$ cat config.mk
export PLATFORM = sky130hd
export DESIGN_NAME = panel_entry
export DESIGN_NICKNAME = d
export VERILOG_FILES = /design/src/rtl/panel_entry.sv
export SDC_FILE = /design/constraint.sdc
export NUM_CORES = 1
export LEC_CHECK = 0
export ABC_AREA = 1
export CORE_MARGIN = 2
export CORE_UTILIZATION = 52
export CTS_CLUSTER_SIZE = 40
export DETAILED_ROUTE_END_ITERATION = 6
export GPL_ROUTABILITY_DRIVEN = 0
export GPL_TIMING_DRIVEN = 0
export PLACE_DENSITY_LB_ADDON = 0.3
export SYNTH_ARGS = -nofsm -noshare
export SYNTH_HDL_FRONTEND = slang
export SYNTH_SLANG_ARGS = --single-unit
$ cat constraint.sdc
create_clock -name clk -period 4.7 [get_ports clk]
set_input_delay 0.47 -clock clk [delete_from_list [all_inputs] [get_ports clk]]
set_output_delay 0.47 -clock clk [all_outputs]
set_load 0.03 [all_outputs]
$ cat src/rtl/panel_entry.sv
// panel_entry: front-panel monitor controller.
//
// Turns single-cycle key pulses from the keyboard scanner into an
// address/data entry register pair, runs read/write transactions on the
// monitor memory port and drives the LED display and a PC-load strobe.
//
// Ports:
//   clk, rst          system clock, synchronous active-high reset
//   key_hex[15:0]     one-hot hex digit pulses (bit n = digit n)
//   key_load          LOAD key pulse
//   key_storeinc      STORE+ key pulse
//   key_dec           DEC key pulse
//   key_topc          ->PC key pulse
//   mem_req/we        transaction request / write enable
//   mem_addr/wdata    transaction address / write data (stable while mem_req)
//   mem_rdata/ack     read data / single-cycle completion
//   pc_load/pc_value  one-cycle PC load strobe and the address sent with it
//   disp_addr/data    entry address / data registers
//   mode_data         0 = address entry, 1 = data entry
//   busy              transaction in progress
//   err               sticky timeout flag, cleared by any accepted key
module panel_entry #(
    parameter int unsigned TIMEOUT = 255
) (
    input  logic        clk,
    input  logic        rst,
    input  logic [15:0] key_hex,
    input  logic        key_load,
    input  logic        key_storeinc,
    input  logic        key_dec,
    input  logic        key_topc,
    output logic        mem_req,
    output logic        mem_we,
    output logic [15:0] mem_addr,
    output logic [7:0]  mem_wdata,
    input  logic [7:0]  mem_rdata,
    input  logic        mem_ack,
    output logic        pc_load,
    output logic [15:0] pc_value,
    output logic [15:0] disp_addr,
    output logic [7:0]  disp_data,
    output logic        mode_data,
    output logic        busy,
    output logic        err
);

    localparam int unsigned CntW = $clog2(TIMEOUT);
    localparam logic [CntW-1:0] CntLast = CntW'(TIMEOUT - 1);

    typedef enum logic [1:0] {StIdle, StRead, StWrite} state_e;

    state_e          state_q, state_d;
    logic            req_q, req_d;
    logic            we_q, we_d;
    logic [15:0]     addr_q, addr_d;
    logic [7:0]      data_q, data_d;
    logic            mode_q, mode_d;
    logic [15:0]     pc_q, pc_d;
    logic            pc_load_q, pc_load_d;
    logic            err_q, err_d;
    logic [CntW-1:0] cnt_q, cnt_d;

    logic            hex_hit;
    logic [3:0]      hex_digit;

    // Lowest set bit wins when several hex keys pulse together.
    always_comb begin
        hex_digit = 4'd0;
        for (int i = 15; i >= 0; i--) begin
            if (key_hex[i]) begin
                hex_digit = 4'(i);
            end
        end
    end

    assign hex_hit = |key_hex;

    always_comb begin
        state_d   = state_q;
        req_d     = req_q;
        we_d      = we_q;
        addr_d    = addr_q;
        data_d    = data_q;
        mode_d    = mode_q;
        pc_d      = pc_q;
        pc_load_d = 1'b0;
        err_d     = err_q;
        cnt_d     = cnt_q;

        unique case (state_q)
            StIdle: begin
                // Priority: storeinc > dec > load > topc > hex.
                if (key_storeinc) begin
                    err_d = 1'b0;
                    req_d = 1'b1;
                    cnt_d = '0;
                    if (mode_q) begin
                        we_d    = 1'b1;
                        state_d = StWrite;
                    end else begin
                        addr_d  = addr_q + 16'd1;
                        we_d    = 1'b0;
                        state_d = StRead;
                    end
                end else if (key_dec) begin
                    err_d   = 1'b0;
                    addr_d  = addr_q - 16'd1;
                    we_d    = 1'b0;
                    req_d   = 1'b1;
                    cnt_d   = '0;
                    state_d = StRead;
                end else if (key_load) begin
                    err_d = 1'b0;
                    if (mode_q) begin
                        mode_d = 1'b0;
                    end else begin
                        we_d    = 1'b0;
                        req_d   = 1'b1;
                        cnt_d   = '0;
                        state_d = StRead;
                    end
                end else if (key_topc) begin
                    err_d     = 1'b0;
                    pc_d      = addr_q;
                    pc_load_d = 1'b1;
                end else if (hex_hit) begin
                    err_d = 1'b0;
                    if (mode_q) begin
                        data_d = {data_q[3:0], hex_digit};
                    end else begin
                        addr_d = {addr_q[11:0], hex_digit};
                    end
                end
            end
            StRead, StWrite: begin
                if (req_q) begin
                    // An ack on the expiring cycle still counts as success.
                    if (mem_ack) begin
                        req_d = 1'b0;
                        if (state_q == StRead) begin
                            data_d  = mem_rdata;
                            mode_d  = 1'b1;
                            state_d = StIdle;
                        end else begin
                            addr_d  = addr_q + 16'd1;
                            we_d    = 1'b0;
                            state_d = StRead;
                        end
                    end else if (cnt_q == CntLast) begin
                        req_d   = 1'b0;
                        we_d    = 1'b0;
                        err_d   = 1'b1;
                        state_d = StIdle;
                    end else begin
                        cnt_d = cnt_q + 1'b1;
                    end
                end else begin
                    // One-cycle gap after a write ack: re-issue as a read.
                    req_d = 1'b1;
                    cnt_d = '0;
                end
            end
            default: begin
                state_d = StIdle;
                req_d   = 1'b0;
                we_d    = 1'b0;
            end
        endcase
    end

    always_ff @(posedge clk) begin
        if (rst) begin
            state_q   <= StIdle;
            req_q     <= 1'b0;
            we_q      <= 1'b0;
            addr_q    <= 16'd0;
            data_q    <= 8'd0;
            mode_q    <= 1'b0;
            pc_q      <= 16'd0;
            pc_load_q <= 1'b0;
            err_q     <= 1'b0;
            cnt_q     <= '0;
        end else begin
            state_q   <= state_d;
            req_q     <= req_d;
            we_q      <= we_d;
            addr_q    <= addr_d;
            data_q    <= data_d;
            mode_q    <= mode_d;
            pc_q      <= pc_d;
            pc_load_q <= pc_load_d;
            err_q     <= err_d;
            cnt_q     <= cnt_d;
        end
    end

    assign mem_req   = req_q;
    assign mem_we    = we_q;
    assign mem_addr  = addr_q;
    assign mem_wdata = data_q;
    assign pc_load   = pc_load_q;
    assign pc_value  = pc_q;
    assign disp_addr = addr_q;
    assign disp_data = data_q;
    assign mode_data = mode_q;
    assign busy      = (state_q != StIdle);
    assign err       = err_q;

endmodule

Yosys cells after proc, flatten, opt, wreduce, memory -nomap -nowiden. Cells that the tools add are included.

Add/sub/neg operators: 3. Order comparisons: 0. Reductions and logical operators: 15. Shift-type cells: 0. Mux-type cells: 90. Div/mod/pow operators: 0. Bitwise gates (word level): 4. Equality and inequality tests: 28. Multipliers: 0.

Operators with widths (number): $mux 16 (10); $mux 8 (16); $mux 4 (16); $mux 1 (32); $pmux 16 s2 (1); $pmux 8 s2 (2); $ne 2x2->1 const B (13); $ne 4x4->1 const B (5); $reduce_and 5->1 (4); $ne 3x3->1 const B (6); $add 16x1->16 const B (1); $mux 2 (8); $reduce_or 16->1 (1); $sub 16x1->16 const B (1); $reduce_and 10->1 (1); $reduce_and 9->1 (1); $add 8x1->8 const B (1); $eq 8x8->1 const B (1); $pmux 1 s2 (4); $reduce_and 7->1 (1); $ne 6x6->1 const B (1); $reduce_or 5->1 (1); $not 1->1 (4); $pmux 2 s2 (1); other kinds (7) (8).

Bits in read-only memories: 0. Input port bits: 31. Memories: 0. Bits in latches: 0. Logic and storage cells: 150. Bits in registers: 55. Memory bits (writable): 0.

Depth between registers and ports, before layout. Gate-level depths: netlist of the first run.

Word-level depth: 23. Mapped depth: 19. Depth with buffers taken out: 19.

Least setup slack after synthesis of the first run. OpenSTA, ideal clock, no wires.

Path type: reg-to-reg. From: reg addr_q[1] (netlist: disp_addr[1]). To: reg addr_q[12] (netlist: disp_addr[12]). Period minus slack after synthesis: 2.049 ns. Arrival time: 1.918 ns. Required time: 4.569 ns. Buffers on the path: 0. Setup time: 0.131 ns. Stages on the path, launching flop included: 12. Path slack: 2.651 ns. Cell sequence: dfxtp_1 -> ha_1 -> nand2_1 -> nor2_4 -> nand2_2 -> nor2_2 -> nand2_1 -> or3_1 -> a21oi_1 -> o21ai_1 -> nand3_1 -> a21oi_2.

Word-level cells in the longest chain between the ends: 5. Elaborated cells between the ends (all ways): 9. Those cells by class: add/sub: 2; mux: 7.

Ends and longest elaborated chain: start, declared (line 55) `logic [15:0] addr_q, addr_d;`; start signal, assigned (line 187) `addr_q <= addr_d;`; $add 16x1->16 (line 101, 145); $mux 16 (line 140) `if (state_q == StRead) begin`; $mux 16 (line 138) `if (mem_ack) begin`; $mux 16 (line 136) `if (req_q) begin`; $pmux 16 s2 (*) (line 90) `unique case (state_q)`.

Every way passes the cells marked *; elsewhere a longest branch is shown, timed or not. The select of a mux whose other input is x is not followed. A chain may end at the register's enable or synchronous reset.

Final worst setup path of the first run.
From: reg state_q[0]. To: reg addr_q[11] (netlist: disp_addr[11]).

Word-level cells in the longest chain between the ends: 4. Elaborated cells between the ends (all ways): 15. Those cells by class: eq/ne: 10; mux: 1; reduce/logical: 4.

Ends and longest elaborated chain: start, declared (line 52) `state_e state_q, state_d;`; start signal, assigned (line 173) `state_q <= StIdle;`; start signal, assigned (line 184) `state_q <= state_d;`; $eq 2x1->1 or $eq 2x2->1 (tied branches) (line 90, 140); $reduce_or 2->1 (line 90); $ne 2x2->1 (no line) or $reduce_bool 2->1 (tied branches); $reduce_and 9->1 (no line).

Parallel ways exist; a longest one is shown, timed or not.

==> results.cfg, run 1 <==
[floorplanning]
pin_count = 101
fp.coreArea_um2 = 6760
die_width_um = 87.5
num_rows = 30
initial_utilization_pct = 53.6
dieArea_um2 = 7650
die_y_um = 87.5

[sta]
fin_ws_ps = 2040
hold_viol = 0
finalSetupViolCount = 0
skew_ps = 8.06
worst_pin_slew_ps = 701
slew_headroom_pct = 53.1
rsz0062_at_grt = false
post-route-period-util_pct = 56.6
fin_setup_tns_ps = 0
fmax_mhz = 376
slew_violations = 0
min_period_ps = 2660

[run]
drv_cap = 0

[clocking]
postCtsSetupRepairBufs = 0
clkLatencyLatePin_ps = 310
clk_pin_slew_ps = 100
hold_buffers = 0
cts_tree = yes
htree_levels = 2
clockBufferDepth = 2
cts_resized = 0
cts_sinks = 55
cts-buffers-inserted = 5
cts-root-buf = clkbuf_8

[route]
top_layer = met4
first_iter_violations = 362
ant_nets = 0
wl_met3_um = 889
met1_length_mm = 4.37
first_pass_iters = 5
wirelength_mm = 10.3
wl_met2_mm = 4.85
dr_total_vias = 3965
drc = 0
vias_per_cell = 5.60
post_drt_wl_per_cell_um = 14.6

[setup_path]
worstPathCellList = inv_1 > ha_1 > nor2_1 > inv_2 > nor2_1 > inv_2 > o21ai_0 > a21oi_1 > a21oi_1
critical_path.max_fanout = 10
crit_path_max_incr_delay_ps = 570
crit_slowest_cell = nor2_1
arrival_ps = 2910
cp_top_family = simple AND/OR/NAND/NOR gates
crit_required_ps = 4950
critPathBufInv = 3
crit_path_start_kind = flop
cp-end-kind = flop
critPathKind = flop to flop

[place]
post-place-ws_ps = 2040
placed_area_um2 = 4710
dp_hpwl_mm = 7.78
io_buffers = 99
place_inst = 701

[synthesis]
syn-num-nets = 561
ys_warn_count = 0
synth.avg_cell_area_um2 = 6.94
netlist_instances = 522
ys_types = 45
synth-edff-count = 0
synth_ff_type = dfxtp_1
async_flop_share_pct = 0
ys_seq_elements = 55
netlist_area_um2 = 3620
ys_seq_area_share_pct = 30.4

[grt]
grt_usage_pct = 26.3
antenna_found_initial = 0
grt_max_degree = 16
grt_pass1_wl_mm = 16.2
overflow = 0
grt_pass1_vias = 3605

[cells_and_area]
final_common_cell = clkdlybuf4s50_1
multi_input_area_um2 = 1960
final_nets = 667
fin_cells = 708
area.growth.synth_to_final_pct = 32.5
design_area_um2 = 4800
antenna_cells = 0
drive_gt1_share_pct = 13.1
register_area_um2 = 1100
layout_common_cells = clkdlybuf4s50_1, nand2_1, inv_1
nFillCells = 568

[power_and_ir_drop]
pwr_density_cell_nw_per_um2 = 545
finalPower_mw = 2.62
p_leak_nw = 1.98
ir_drop_uv = 328

[run_status]
status = complete, no violations

[hold_path]
hold_class = flop to flop
-- registers in the layout, summed over array words and instances (netlist names), 2 cells and up --
name,cells
cnt_q,8
disp_addr,16
disp_data,8
pc_value,16
state_q,2
-- cell usage after synthesis, drive strengths merged, types with 9 or more instances --
master  number  area (µm²)
a21oi       58         294
buf         36         274
clkbuf      10        37.5
dfxtp       55        1100
inv         67         251
nand2       83         334
nand3       36         195
nand4        9        68.8
nor2        45         219
nor3        13         103
o21ai       57         285
xor2         9        78.8
-- per-layer routing --
layer  up-vias  track usage, %
met2       227            45.5
met5         -               0
li1       1937               -
met1      1774            33.6
met3        27            3.89
met4         0            8.39
-- stage by stage --
| step | util [%] | hold slack, ps |
|---|---|---|
| CTS | 71.1 | 455 |
| global route | 71.1 | 475 |
| detailed placement | 69.8 | 441 |
| finish | 71.1 | 451 |
| global placement | 69.8 | 440 |
| floorplan | - | 455 |
-- power by group --
part / leakage [nW] / total (mW) / switching, mW / internal, mW
Sequential: 0.448 / 0.672 / 0.116 / 0.556
Combinational: 1.48 / 1.68 / 1.02 / 0.661
Clock: 0.0470 / 0.271 / 0.155 / 0.116
Total: 1.98 / 2.62 / 1.29 / 1.33
-- area by class of cell --
cell class	count	area share, %
inverter	68	5.32
buffer	46	6.49
tap	80	2.08
sequential	55	22.9
clock buffer	6	1.72
multi-input combinational	353	40.7
timing repair buffer	99	20.6
clock inverter	1	0.104
-- worst min-delay path, stage by stage (launching register included) --
cell and delay [ps]:
dfxtp_1 320, inv_1 40, a21oi_1 50
-- final timing paths --
check,from,end,slack (ps),cells past startpoint
setup reg to reg,state_q[0]$_SDFFE_PP0P_,disp_addr[11]$_SDFFE_PP0P_,2040,9
hold reg to reg,err$_SDFFE_PP0P_,err$_SDFFE_PP0P_,450,2
setup / recovery,state_q[0]$_SDFFE_PP0P_,disp_addr[11]$_SDFFE_PP0P_,2040,9
hold / removal,err$_SDFFE_PP0P_,err$_SDFFE_PP0P_,450,2
-- cells by family (layout without fill, tap and decap cells) --
family                   Yosys count  after routing  share of synthesized area (%)
buffers and inverters            114            220                           15.6
XOR/XNOR                          10             10                           2.42
AND/OR/NAND/NOR                  194            194                           26.9
adder cells (fa/ha/maj)            8              8                           2.76
AO/OA/AOI/OAI                    141            141                           21.9
flip-flops                        55             55                           30.4
(Power assumes the default switching activity.)
==> run 2, diff against run 1 <==
CORE_UTILIZATION = 49   (was 52)
clock period = 2.49 ns   (was 4.7 ns; I/O delays follow)
==> results.cfg, run 2 (same netlist as run 1, synthesis figures left out) <==
[run_status]
status = complete, no violations

[setup_path]
critPathBufInv = 5
crit_required_ps = 2710
crit_slowest_cell = dfxtp_1
critPathKind = flop to flop
cp_top_family = buffers and inverters
worstPathCellList = inv_1 > ha_1 > buf_6 > nand2_2 > inv_1 > nand3_1 > a221oi_2 > nand2_2 > inv_2 > buf_4 > o21ai_0 > o211a_1
crit_path_max_incr_delay_ps = 390
cp-end-kind = flop
crit_path_start_kind = flop
arrival_ps = 2490
critical_path.max_fanout = 10

[route]
drc = 0
wirelength_mm = 10.7
first_iter_violations = 369
ant_nets = 0
dr_total_vias = 4080
first_pass_iters = 6
vias_per_cell = 5.60
post_drt_wl_per_cell_um = 14.7

[clocking]
clkLatencyLatePin_ps = 320
cts_resized = 1
postCtsSetupRepairBufs = 0
cts-root-buf = clkbuf_8
cts_sinks = 55
cts_tree = yes
clk_pin_slew_ps = 90
clockBufferDepth = 2
hold_buffers = 0
cts-buffers-inserted = 5
htree_levels = 2

[grt]
antenna_found_initial = 0
grt_usage_pct = 25.9
grt_pass1_wl_mm = 17.6
grt_max_degree = 17
overflow = 0
grt_pass1_vias = 3849

[floorplanning]
pin_count = 101
dieArea_um2 = 8100
die_width_um = 90.0
initial_utilization_pct = 50.2
die_y_um = 90.0
fp.coreArea_um2 = 7210
num_rows = 31

[cells_and_area]
fin_util_pct = 67.1
drive_gt1_share_pct = 13.5
final_nets = 667
final_common_cell = clkdlybuf4s50_1
design_area_um2 = 4840
area.growth.synth_to_final_pct = 33.7
fin_cells = 728
antenna_cells = 0
layout_common_cells = clkdlybuf4s50_1, nand2_1, inv_1

[sta]
fin_ws_ps = 213
post-route-period-util_pct = 91.5
slew_headroom_pct = 57.0
fin_setup_tns_ps = 0
finalSetupViolCount = 0
worst_pin_slew_ps = 646
fmax_mhz = 439
rsz0062_at_grt = false
skew_ps = 13.5
hold_viol = 0
hold_slack_ps = 407
min_period_ps = 2280
slew_violations = 0

[power_and_ir_drop]
finalPower_mw = 4.99
pwr_density_cell_nw_per_um2 = 1030
p_leak_nw = 1.97
ir_drop_uv = 617

[hold_path]
hold_class = input pin to flop

[place]
io_buffers = 99
placed_area_um2 = 4740
post-place-ws_ps = -75.3
dp_hpwl_mm = 8.04
place_inst = 720

[run]
drv_cap = 0
==> run 2: cell count changes in the layout (fill, tap and decap cells not counted) <==
cell and change:
a211oi_1 -1, a211oi_2 +1, clkbuf_1 +1, clkbuf_8 -1, clkinvlp_4 +1, nor2_1 -2, nor2_4 +2
==> run 2: layout make-up <==
class / count / area [µm²]
fillers: 623 / 2370
multi-input cells: 353 / 1980
flip-flops and latches: 55 / 1100
repair buffers: 99 / 991
plain buffers: 46 / 312
inverters: 68 / 255
well taps: 99 / 124
clock buffers: 6 / 72.6
clock inverters: 2 / 12.5
==> run 2: final timing paths <==
| kind | end | slack (ps) | cells past startpoint | startpoint |
|---|---|---|---|---|
| hold reg to reg | err$_SDFFE_PP0P_ | 450 | 2 | err$_SDFFE_PP0P_ |
| hold / removal | mem_req$_SDFFE_PP0P_ | 410 | 2 | rst |
| setup / recovery | disp_addr[8]$_SDFFE_PP0P_ | 210 | 12 | state_q[1]$_SDFFE_PP0P_ |
| setup reg to reg | disp_addr[8]$_SDFFE_PP0P_ | 210 | 12 | state_q[1]$_SDFFE_PP0P_ |
==> run 2: where the power goes <==
part,total [mW],internal [mW],switching (mW),leakage (nW)
logic,3.22,1.25,1.96,1.48
clock network,0.497,0.198,0.299,0.0412
registers,1.27,1.05,0.220,0.448
total,4.99,2.50,2.48,1.97
==> run 2: per-layer routing <==
layer	global-route usage (%)	up-vias	share of wire [%]
li1	-	1942	-
met1	33.9	1883	44
met2	42.7	215	45
met3	3.94	40	7.7
met4	10.5	0	2.9
met5	0	-	0
==> run 2: worst register-to-register path, cell delays in order, from the launching register on <==
cell	delay (ps)
dfxtp_1	390
inv_1	80
ha_1	380
buf_6	170
nand2_2	60
inv_1	80
nand3_1	100
a221oi_2	260
nand2_2	100
inv_2	110
buf_4	200
o21ai_0	130
o211a_1	130
==> run 3, diff against run 2 <==
TNS_END_PERCENT = 1   (was default)
==> results of run 3 <==
No change in the layout: final DEF, timing and power equal those of run 2.
